--- src/rtl/mem_uart_dump.sv ---
// Memory readback engine: streams words 0..DEPTH-1 MSB-first as bytes over a valid/ready
// interface, optionally followed by a CRC-8 trailer over the data bytes.
module mem_uart_dump #(
  parameter int unsigned DEPTH    = 16,
  parameter int unsigned ADDR_W   = 4,
  parameter bit          CRC_EN   = 1'b1,
  parameter logic [7:0]  CRC_POLY = 8'h07
) (
  input  logic              clk,
  input  logic              reset,
  input  logic              start_i,
  input  logic              abort_i,
  output logic [ADDR_W-1:0] mem_addr_o,
  output logic              mem_rd_en_o,
  input  logic [15:0]       mem_rd_data_i,
  output logic [7:0]        tx_data_o,
  output logic              tx_valid_o,
  input  logic              tx_ready_i,
  output logic              busy_o,
  output logic              done_o,
  output logic [7:0]        crc_out_o
);

  typedef enum logic [2:0] {
    StIdle,
    StFetch,
    StSendHi,
    StSendLo,
    StSendCrc,
    StFinish
  } state_e;

  localparam logic [ADDR_W-1:0] LastIdx = ADDR_W'(DEPTH - 1);

  state_e            state_q, state_d;
  logic [ADDR_W-1:0] idx_q, idx_d;
  logic [15:0]       word_q, word_d;
  logic [7:0]        crc_q, crc_d;
  logic [7:0]        crc_out_q, crc_out_d;

  // MSB-first CRC-8, init 0, no reflection, no final XOR.
  function automatic logic [7:0] crc8_byte(input logic [7:0] crc, input logic [7:0] data);
    logic [7:0] c;
    c = crc ^ data;
    for (int i = 0; i < 8; i++) begin
      c = {c[6:0], 1'b0} ^ (c[7] ? CRC_POLY : 8'h00);
    end
    return c;
  endfunction

  always_comb begin
    state_d     = state_q;
    idx_d       = idx_q;
    word_d      = word_q;
    crc_d       = crc_q;
    crc_out_d   = crc_out_q;
    tx_valid_o  = 1'b0;
    tx_data_o   = 8'h00;
    mem_rd_en_o = 1'b0;
    done_o      = 1'b0;

    unique case (state_q)
      StIdle: begin
        if (start_i) begin
          idx_d   = '0;
          crc_d   = 8'h00;
          state_d = StFetch;
        end
      end
      StFetch: begin
        mem_rd_en_o = 1'b1;
        word_d      = mem_rd_data_i;
        state_d     = StSendHi;
      end
      StSendHi: begin
        tx_valid_o = 1'b1;
        tx_data_o  = word_q[15:8];
        if (tx_ready_i) begin
          crc_d   = crc8_byte(crc_q, word_q[15:8]);
          state_d = StSendLo;
        end
      end
      StSendLo: begin
        tx_valid_o = 1'b1;
        tx_data_o  = word_q[7:0];
        if (tx_ready_i) begin
          crc_d = crc8_byte(crc_q, word_q[7:0]);
          if (idx_q == LastIdx) begin
            if (CRC_EN) begin
              state_d = StSendCrc;
            end else begin
              // No trailer: latch the final CRC as we enter StFinish so it is valid with done.
              crc_out_d = crc_d;
              state_d   = StFinish;
            end
          end else begin
            idx_d   = idx_q + ADDR_W'(1);
            state_d = StFetch;
          end
        end
      end
      StSendCrc: begin
        tx_valid_o = 1'b1;
        tx_data_o  = crc_q;
        if (tx_ready_i) begin
          crc_out_d = crc_q;
          state_d   = StFinish;
        end
      end
      StFinish: begin
        done_o  = 1'b1;
        state_d = StIdle;
      end
      default: state_d = StIdle;
    endcase

    // Abort overrides any transition, including a completing handshake.
    if (abort_i && (state_q != StIdle)) begin
      state_d   = StIdle;
      crc_out_d = crc_out_q;
    end
  end

  always_ff @(posedge clk or negedge reset) begin
    if (!reset) begin
      state_q   <= StIdle;
      idx_q     <= '0;
      word_q    <= 16'h0000;
      crc_q     <= 8'h00;
      crc_out_q <= 8'h00;
    end else begin
      state_q   <= state_d;
      idx_q     <= idx_d;
      word_q    <= word_d;
      crc_q     <= crc_d;
      crc_out_q <= crc_out_d;
    end
  end

  assign mem_addr_o = idx_q;
  assign busy_o     = (state_q != StIdle);
  assign crc_out_o  = crc_out_q;

endmodule

--- config.mk ---
export PLATFORM = sky130hd
export DESIGN_NAME = mem_uart_dump
export DESIGN_NICKNAME = d
export VERILOG_FILES = /design/src/rtl/mem_uart_dump.sv
export SDC_FILE = /design/constraint.sdc
export NUM_CORES = 1
export LEC_CHECK = 0
export ABC_AREA = 1
export CORE_MARGIN = 10
export CORE_UTILIZATION = 53
export DETAILED_ROUTE_END_ITERATION = 6
export PLACE_DENSITY = 0.89
export SLEW_MARGIN = 40
export SYNTH_ARGS = -nofsm -noshare
export SYNTH_HDL_FRONTEND = slang
export SYNTH_SLANG_ARGS = --single-unit
export TNS_END_PERCENT = 10
--- constraint.sdc ---
create_clock -name clk -period 1.99 [get_ports clk]
set_input_delay 0.199 -clock clk [delete_from_list [all_inputs] [get_ports clk]]
set_output_delay 0.199 -clock clk [all_outputs]
set_load 0.02 [all_outputs]
==> reports/summary.txt, run 1 <==
final cycle utilization of the critical path - 0.975
synthesis-to-layout area growth - 24.7%
final WL - 6760 um
first-iteration detailed-routing DRC count - 221
initial antenna violation count - 0
placed cell area - 0.00307 mm^2
post-synthesis mux area share - 0
synthesized area - 0.00253 mm^2
nets@finish - 448
H-tree Lvls - 2
final slew viol count - 0
pin slew with the least headroom to its limit - 424 ps
WL per Instance - 14.1 um
Max VDD drop - 0.000856 V
type of the worst min-delay path - in2async
Post-Synth Simple-Gate Area - 0.362
CTS buffer count - 5
TritonRoute pass-1 iters - 5
CTS tree - done
Setup crit start kind - flip-flop
GR Overflow Total - 0
worst path arrival time - 1740 ps
total power - 0.00507 W
worst clock skew - 4.36 ps
Max-Cap Viols - 0
ant diodes - 0
Slew headroom - 0.715
met1 Track Usage GR - 0.213
Vias - 2,526
Initial Utilization - 0.543
Synth Area in Compound Gates - 0.0979
Critical Path RT - 1790 ps
Final WS setup - 50.1 ps
Synth async-reset ratio - 1.00
DRC errors left - 0
Critical Path End Type - output port
leakage - 1.63 nW
Port Buf Inserts - 44
GR Util met3 - 0.0428
fillers - 384
synth top area cells - dfrtp_1 (39%), nand2_1 (28%), nand3_1 (5.3%), inv_1 (4.6%), xnor2_1 (3.1%)
Die Ht - 89.1 um
row count - 25
YS warnings - 0
vias in the first global route - 2,371
post-DP HPWL - 5270 um
Final ANT Viol Nets - 0
syn_nets - 393
vias per cell - 5.26
grt peak-use layer - met2
layout cells sized above 1 - 0.0986
status - finished clean
GRT Util Overall - 0.177
die width - 89.1 um
Min Hold Slack - 262 ps
Sinks on Clock Net - 39
min cycle time layout - 1940 ps
Post-Place Setup Slack - -77.2 ps
XOR/XNOR share of the synthesized area - 0.0776
clk_lat worst skew - 290 ps
largest net degree at the start of global routing - 19
flops & latches, synth - 39
clock buffer depth - 2
GRT met2 Usage - 0.305
EDFF count, synth - 0
Core Box Area - 0.00466 mm^2
critical path class - reg2out
R2R Setup Slk - 310 ps
Distinct cells, synth - 32
Cell Pwr Density - 1610 mW/mm^2
I/O Pins - 45
final instance area - 0.00316 mm^2
fmax - 516 MHz
final setup violation count - 0
RSZ-0062 raised after global routing - true
first-pass GRT wire length - 11,100 um
syn_area_per_cell - 6.82 um^2
Worst-path clk slew - 80 ps
Die ar. - 0.00794 mm^2
area leader, netlist - dfrtp_1
Final Hold Viols - 0
post-synthesis adder-cell area fraction - 0.00495
Worst Path Max Fanout - 7
Syn Inst Count - 371
Final GP Congestion - 0.874
Top FF cell, synth - dfrtp_1
root buffer cell - clkbuf_8
post-synth top area share - 0.386
main combinational cell family by area after synthesis - simple AND/OR/NAND/NOR gates
sequential-to-total area share from yosys stat - 0.386
## flip-flops by register name, indices dropped and copies added (netlist names)
signal and cells:
mem_addr_o 4, word_q 16, state_q 3, crc_out_o 8, crc_q 8
## cell families (layout without fill, tap and decap cells)
| group | Yosys count | count (layout) |
|---|---|---|
| AO/OA/AOI/OAI | 40 | 40 |
| buffers and inverters | 45 | 100 |
| AND/OR/NAND/NOR | 227 | 227 |
| adder cells (fa/ha/maj) | 1 | 1 |
| flip-flops | 39 | 39 |
| XOR/XNOR | 19 | 19 |
## what timing repair did
item | CTS | global route
hold buffers | 1 | 0
setup buffers | 0 | 0
endpoints found under the hold margin | 33 | 0
resized for setup | 11 | 17
setup endpoints to repair | 10 | 11
## routing by layer
layer  vias to the layer above  wire [um]
met5                         -          0
met4                         0        111
met3                        18        467
met2                       109       3260
met1                      1124       2920
li1                       1275          -
## report_power, final
| part | switching, W | internal, W | leakage, nW |
|---|---|---|---|
| Sequential | 0.000308 | 0.00105 | 0.508 |
| Clock | 0.000278 | 0.000240 | 0.0440 |
| Combinational | 0.00206 | 0.00113 | 1.08 |
## metrics by stage
stage,TNS [ps],instances,util
2_1_floorplan,0,371,-
6_report,0,480,0.677
4_1_cts,-68.8,480,0.679
3_3_place_gp,-7.72,472,0.659
5_1_grt,-77.8,480,0.677
3_5_place_dp,-396,472,0.659
## worst paths after layout
kind,startpoint,endpoint,depth (start not counted)
max,state_q[2],tx_data_o[2],7
min,reset,mem_addr_o[1],2
max reg2reg,state_q[2],mem_addr_o[0],10
min reg2reg,crc_out_o[6],crc_out_o[6],2
max in group asynchronous,reset,word_q[14],3
min in group clk,mem_rd_data_i[10],word_q[10],3
## final cells by class
cell class	instances	area (um^2)	area share
flip-flops and latches	39	976	0.309
clock buffers	5	68.8	0.0218
multi-input cells	287	1380	0.439
inverters	38	145	0.0460
repair buffers	55	500	0.159
clock inverters	2	13.8	0.00436
well taps	54	67.6	0.0214
## critical path, cell delays in order (launching register included)
cell and delay [ps]:
dfrtp_1 440, inv_2 100, nand2_2 110, nor2_2 130, buf_4 180, nand2_1 60
o211ai_1 100, clkdlybuf4s15_1 330
## synthesized netlist by cell type, types with 2 or more instances
library cell / number
inv_2: 6
buf_2: 3
o21ai_1: 12
xor2_2: 3
nand2_2: 2
inv_1: 31
o221ai_1: 3
clkbuf_1: 2
dfrtp_1: 39
nand3_1: 27
xor2_1: 6
xnor2_1: 9
o21ai_0: 13
nand2_1: 187
nor2_1: 7
o211ai_1: 5
## cell usage in the layout (no fill, tap or decap), drive strengths merged, types with 2 or more instances in the layout
cell type      Yosys  final
a21oi              2      2
buf                5     11
clkbuf             2     10
clkdlybuf4s15      0      3
clkdlybuf4s50      0     33
clkinv             0      2
dfrtp             39     39
dlymetal6s2s       0      2
inv               38     38
nand2            189    189
nand3             27     27
nor2               9      9
o211ai             5      5
o21ai             25     25
o221ai             3      3
xnor2             10     10
xor2               9      9
Note: power is estimated with default switching activity, not from simulation.
==> inputs of run 2 (changes only) <==
--- a/config.mk
+++ b/config.mk
@@ -7,9 +7,10 @@
 export LEC_CHECK = 0
 export ABC_AREA = 1
 export CORE_MARGIN = 10
-export CORE_UTILIZATION = 53
+export CORE_UTILIZATION = 55
+export CTS_BUF_LIST = sky130_fd_sc_hd__clkbuf_8
 export DETAILED_ROUTE_END_ITERATION = 6
-export PLACE_DENSITY = 0.89
+export PLACE_DENSITY = 0.92
 export SLEW_MARGIN = 40
 export SYNTH_ARGS = -nofsm -noshare
 export SYNTH_HDL_FRONTEND = slang
==> reports/summary.txt, run 2 (synthesis gave the netlist of run 1 again) <==
status - finished clean
GR Overflow Total - 0 (unchanged)
Min Hold Slack - 417 ps (+155 ps)
final WL - 6440 um (-4.7%)
synthesis-to-layout area growth - 24.5%
post-DP HPWL - 5050 um (-4.1%)
Worst Path Max Fanout - 9 (+2)
critical path class - reg2out
fillers - 342 (-11%)
worst path arrival time - 1740 ps (about the same)
final cycle utilization of the critical path - 0.974 (about the same)
Worst-path clk slew - 80 ps (about the same)
die width - 87.8 um (-1.4%)
initial antenna violation count - 0 (unchanged)
I/O Pins - 45 (unchanged)
layout cells sized above 1 - 0.0918 (-0.00683)
root buffer cell - clkbuf_8
grt peak-use layer - met2
Psw - 0.00261 W (-1.6%)
Die ar. - 0.00771 mm^2 (-2.8%)
first-iteration detailed-routing DRC count - 199 (-10%)
Max-Cap Viols - 0 (unchanged)
Clk pwr share - 0.129 (+0.027)
vias per cell - 5.28 (+0.31%)
WL per Instance - 13.5 um (-4.1%)
Reg power frac - 0.263 (-0.004)
r2r startpoint - state_q[2]
Logic pwr share - 0.608 (-0.023)
TritonRoute pass-1 iters - 4 (-1)
GR Util met3 - 0.0622 (+0.0194)
Port Buf Inserts - 44 (unchanged)
crit path from - state_q[2]
Final GP Congestion - 0.873 (-0.14%)
max FFs per register - 16 (unchanged)
Die Ht - 87.8 um (-1.4%)
leakage - 1.61 nW (-1.0%)
row count - 24 (-4.0%)
nets@finish - 446 (-0.45%)
most frequent cells in the layout - nand2_1 (187), dfrtp_1 (39), clkdlybuf4s50_1 (33), inv_1 (31), nand3_1 (27)
Sw Ratio - 0.509 (-0.0140)
min cycle time layout - 1940 ps (-1.10 ps)
dpl cells - 468 (-0.85%)
Final Hold Viols - 0 (unchanged)
Multi-input gate area - 0.00137 mm^2 (-0.90%)
Initial Utilization - 0.573 (+0.0303)
largest net degree at the start of global routing - 40 (+21)
H-tree Lvls - 2 (unchanged)
vias in the first global route - 2,550 (+7.5%)
P_int - 0.00252 W (+4.0%)
Slew headroom - 0.676 (-0.0395)
postcts setup bufs - 0 (unchanged)
most common cell after layout, fill and taps aside - nand2_1
Critical Path RT - 1790 ps (about the same)
pin slew with the least headroom to its limit - 487 ps (+62.3 ps)
clock buffer depth - 2 (unchanged)
ant diodes - 0 (unchanged)
worst clock skew - 6.98 ps (+2.62 ps)
CTS buffer count - 5 (unchanged)
GRT met2 Usage - 0.302 (-0.00336)
Final ANT Viol Nets - 0 (unchanged)
Cell Pwr Density - 1630 mW/mm^2 (+1.3%)
clk_lat worst skew - 290 ps (about the same)
CTS tree - done
DRC errors left - 0 (unchanged)
GRT Util Overall - 0.177 (about the same)
Top reg by flops - word_q
fmax - 516 MHz (about the same)
Max VDD drop - 0.00108 V (+26%)
type of the worst min-delay path - in2async
Vias - 2,518 (-0.32%)
Critical Path End Type - output port
Core Box Area - 0.00441 mm^2 (-5.3%)
total power - 0.00512 W (+1.1%)
final setup violation count - 0 (unchanged)
RSZ-0062 raised after global routing - true
met1 Track Usage GR - 0.195 (-0.0180)
Final WS setup - 51.2 ps (+1.10 ps)
first-pass GRT wire length - 11,200 um (+0.38%)
Sinks on Clock Net - 39 (unchanged)
Post-Place Setup Slack - 53.0 ps (+130 ps)
final slew viol count - 0 (unchanged)
Post-Layout Cell Count - 477 (-0.63%)
Setup crit start kind - flip-flop
register area - 976 um^2 (unchanged)
setup tns final - 0 ps (unchanged)
## run 2: cell count changes in the layout (fill, tap and decap cells not counted), sizes merged
cell           delta
buf               -2
clkdlybuf4s15     -1
dlygate4sd2       +1
bufinv            +1
clkbuf            +1
dlymetal6s2s      -1
## run 2: worst max-delay path, cell delays in order (launching register included)
cell	delay, ps
dfrtp_1	400
inv_2	80
nand2_2	110
nor2_8	170
inv_1	170
o221ai_1	190
clkdlybuf4s15_1	330
## run 2: metal layers
layer	routed length, um	part of all wire
met5	0	0
met4	137	0.021
met3	607	0.094
met2	3090	0.48
met1	2610	0.40
## run 2: stage by stage
step	instance area, um^2	utilization
6_report	3150	0.713
5_1_grt	3150	0.713
4_1_cts	3170	0.717
3_5_place_dp	3060	0.692
3_3_place_gp	3050	0.692
2_1_floorplan	2530	-
## run 2: final timing paths
| check | to | slack, ps | depth (start not counted) |
|---|---|---|---|
| worst min-delay path | crc_out_o[2] | 420 | 2 |
| worst max register to register | mem_addr_o[2] | 280 | 10 |
| min in group clk | word_q[8] | 440 | 3 |
| worst min register to register | crc_out_o[7] | 490 | 2 |
| max in group asynchronous | crc_out_o[7] | 1230 | 2 |
| worst max-delay path | tx_data_o[7] | 50 | 6 |
## run 2: power groups by stage
| stage | Clock, W | Sequential [W] | Combinational (W) |
|---|---|---|---|
| floorplan | 0 | 0.00131 | 0.00232 |
| global placement | 0 | 0.00134 | 0.00301 |
| detailed placement | 0 | 0.00136 | 0.00313 |
| CTS | 0.000674 | 0.00135 | 0.00311 |
| global route | 0.000711 | 0.00138 | 0.00356 |
| finish | 0.000662 | 0.00135 | 0.00311 |
## run 2: cell type report
type	count	share of cell area
sequential	39	0.310
clock inverter	3	0.0139
timing repair buffer	53	0.152
clock buffer	5	0.0219
multi-input combinational	287	0.435
tap	52	0.0207
inverter	38	0.0461
## run 2: repair_timing
item | 4_1_cts | 5_1_grt
gates cloned | 0 | 0
setup endpoints to repair | 9 | 9
hold buffers | 1 | 0
resized for setup | 9 | 17
hold endpoints to repair | 39 | 0
==> inputs of run 3 (changes only) <==
--- a/config.mk
+++ b/config.mk
@@ -5,12 +5,12 @@
 export SDC_FILE = /design/constraint.sdc
 export NUM_CORES = 1
 export LEC_CHECK = 0
-export ABC_AREA = 1
 export CORE_MARGIN = 10
-export CORE_UTILIZATION = 55
+export CORE_UTILIZATION = 54
 export CTS_BUF_LIST = sky130_fd_sc_hd__clkbuf_8
 export DETAILED_ROUTE_END_ITERATION = 6
 export PLACE_DENSITY = 0.92
+export RECOVER_POWER = 25
 export SLEW_MARGIN = 40
 export SYNTH_ARGS = -nofsm -noshare
 export SYNTH_HDL_FRONTEND = slang
==> reports/summary.txt, run 3 <==
status - finished clean
WL per Instance - 17.1 um (+27%)
root buffer cell - clkbuf_8
H-tree Lvls - 2 (unchanged)
Core Box Area - 0.00409 mm^2 (-7.4%)
post-DP HPWL - 4140 um (-18%)
leakage - 1.26 nW (-22%)
GR Util met3 - 0.0634 (+0.00118)
worst path arrival time - 1700 ps (-40 ps)
GRT Util Overall - 0.152 (-0.0252)
GR Overflow Total - 0 (unchanged)
Multi-input gate area - 0.00130 mm^2 (-5.2%)
postcts setup bufs - 0 (unchanged)
Initial Utilization - 0.569 (-0.00424)
Max VDD drop - 0.000917 V (-15%)
initial antenna violation count - 0 (unchanged)
post-synth top area share - 0.420 (+0.0340)
Slew headroom - 0.370 (-0.306)
Top FF cell, synth - dfrtp_1
EDFF count, synth - 0 (unchanged)
final WL - 5480 um (-15%)
Max-Cap Viols - 0 (unchanged)
Top reg by flops - word_q
CTS buffer count - 5 (unchanged)
ant diodes - 0 (unchanged)
most frequent cells in the layout - dfrtp_1 (39), xnor2_1 (37), clkdlybuf4s50_1 (32), nand2_1 (26), mux2_2 (26)
DRC errors left - 0 (unchanged)
die width - 85.6 um (-2.5%)
I/O Pins - 45 (unchanged)
RSZ-0062 raised after global routing - false
syn_area_per_cell - 10.5 um^2 (+54%)
Setup crit start kind - flip-flop
Cell Pwr Density - 1600 mW/mm^2 (-1.4%)
first-iteration detailed-routing DRC count - 101 (-49%)
YS warnings - 0 (unchanged)
row count - 23 (-4.2%)
grt peak-use layer - met2
synth top area cells - dfrtp_1 (42%), xnor2_1 (14%), mux2_2 (13%), mux2i_1 (4.7%), nand2_1 (4.2%)
fmax - 526 MHz (+1.9%)
most frequent cell after synthesis - dfrtp_1
critical path class - reg2out
Distinct cells, synth - 37 (+16%)
pin slew with the least headroom to its limit - 945 ps (+458 ps)
Critical Path RT - 1790 ps (about the same)
fillers - 312 (-8.8%)
Final GP Congestion - 0.817 (-6.4%)
vias per cell - 5.50 (+4.2%)
clk_lat worst skew - 300 ps (about the same)
met1 Track Usage GR - 0.179 (-0.0165)
top post-synthesis cells by count - dfrtp_1 (39), xnor2_1 (37), mux2_2 (26), nand2_1 (26), o21ai_0 (18)
area leader, netlist - dfrtp_1
Vias - 1,760 (-30%)
Worst-path clk slew - 80 ps (about the same)
final cycle utilization of the critical path - 0.956 (-0.0184)
worst clock skew - 9.25 ps (+2.27 ps)
Final ANT Viol Nets - 0 (unchanged)
nets@finish - 291 (-35%)
vias in the first global route - 1,822 (-29%)
Port Buf Inserts - 44 (unchanged)
final slew viol count - 0 (unchanged)
TritonRoute pass-1 iters - 4 (unchanged)
synthesized area - 0.00232 mm^2 (-8.1%)
first-pass GRT wire length - 9050 um (-19%)
Synth async-reset ratio - 1.00 (unchanged)
Critical Path End Type - output port
GRT met2 Usage - 0.247 (-0.0550)
min cycle time layout - 1900 ps (-36.5 ps)
most common cell after layout, fill and taps aside - dfrtp_1
Sinks on Clock Net - 39 (unchanged)
dpl cells - 311 (-34%)
Die Ht - 85.6 um (-2.5%)
setup tns final - 0 ps (unchanged)
final setup violation count - 0 (unchanged)
Post-Layout Cell Count - 320 (-33%)
layout cells sized above 1 - 0.178 (+0.0860)
Final Hold Viols - 0 (unchanged)
CTS tree - done
Syn Inst Count - 222 (-40%)
largest net degree at the start of global routing - 40 (unchanged)
Worst Path Max Fanout - 9 (unchanged)
sequential-to-total area share from yosys stat - 0.420 (+0.0340)
type of the worst min-delay path - reg2reg
register area - 976 um^2 (unchanged)
syn_nets - 244 (-38%)
flops & latches, synth - 39 (unchanged)
synthesis-to-layout area growth - 26.2%
max FFs per register - 16 (unchanged)
Die ar. - 0.00733 mm^2 (-5.0%)
clock buffer depth - 2 (unchanged)
run 3: worst paths after layout:
kind | from | endpoint | slack, ps | cells after the start
worst max-delay path | state_q[2] | done_o | 90 | 3
worst min-delay path | crc_out_o[7] | crc_out_o[7] | 510 | 1
worst max register to register | crc_q[6] | crc_q[7] | 160 | 6
worst min register to register | crc_out_o[7] | crc_out_o[7] | 510 | 1
max in group asynchronous | reset | word_q[13] | 820 | 2
min in group asynchronous | reset | mem_addr_o[1] | 570 | 2
run 3: layout make-up:
| type | count | area share |
|---|---|---|
| clock buffers | 5 | 0.0235 |
| repair buffers | 53 | 0.173 |
| flip-flops and latches | 39 | 0.333 |
| clock inverters | 3 | 0.00512 |
| well taps | 50 | 0.0213 |
| multi-input cells | 169 | 0.443 |
| inverters | 1 | 0.00128 |
run 3: report_power, final:
| group | total, W | switching, W | internal (W) |
|---|---|---|---|
| clock network | 0.000515 | 0.000275 | 0.000240 |
| logic | 0.00286 | 0.00137 | 0.00149 |
| registers | 0.00133 | 0.000316 | 0.00101 |
run 3: stage by stage:
| stage | total power (W) | instance area (um^2) | hold WS [ps] | util | setup slack, ps |
|---|---|---|---|---|---|
| floorplan | 0.00351 | 2320 | -96.6 | - | 194 |
| global placement | 0.00406 | 2830 | 340 | 0.692 | 152 |
| detailed placement | 0.00419 | 2830 | 358 | 0.692 | 117 |
| CTS | 0.00471 | 2910 | 36.8 | 0.713 | 39.2 |
| global route | 0.00504 | 2930 | 502 | 0.718 | 3.98 |
| finish | 0.00470 | 2930 | 508 | 0.718 | 87.8 |
run 3: layer usage:
layer | routed length [um] | share of wire
met1 | 2310 | 0.42
met2 | 2700 | 0.49
met3 | 402 | 0.073
met4 | 72 | 0.013
met5 | 0 | 0
run 3: worst max-delay path, stage by stage, from the launching register on:
cell	delay, ps
dfrtp_1	410
buf_4	190
and3b_1	190
clkdlybuf4s50_1	610
run 3: repair_timing:
action	CTS	global route
setup endpoints to repair	12	2
endpoints found under the hold margin	0	39
gates resized for setup	14	3
hold buffers	0	1
gates cloned	0	0
run 3: cells by family (layout without fill, tap and decap cells):
family,Yosys count,count (layout),synth area share
simple gates,54,54,0.113
compound gates,33,33,0.0856
fa+ha+maj,1,1,0.00538
xor+xnor,44,44,0.178
buf+inv,14,62,0.0248
flops,39,39,0.420
mux,37,37,0.173
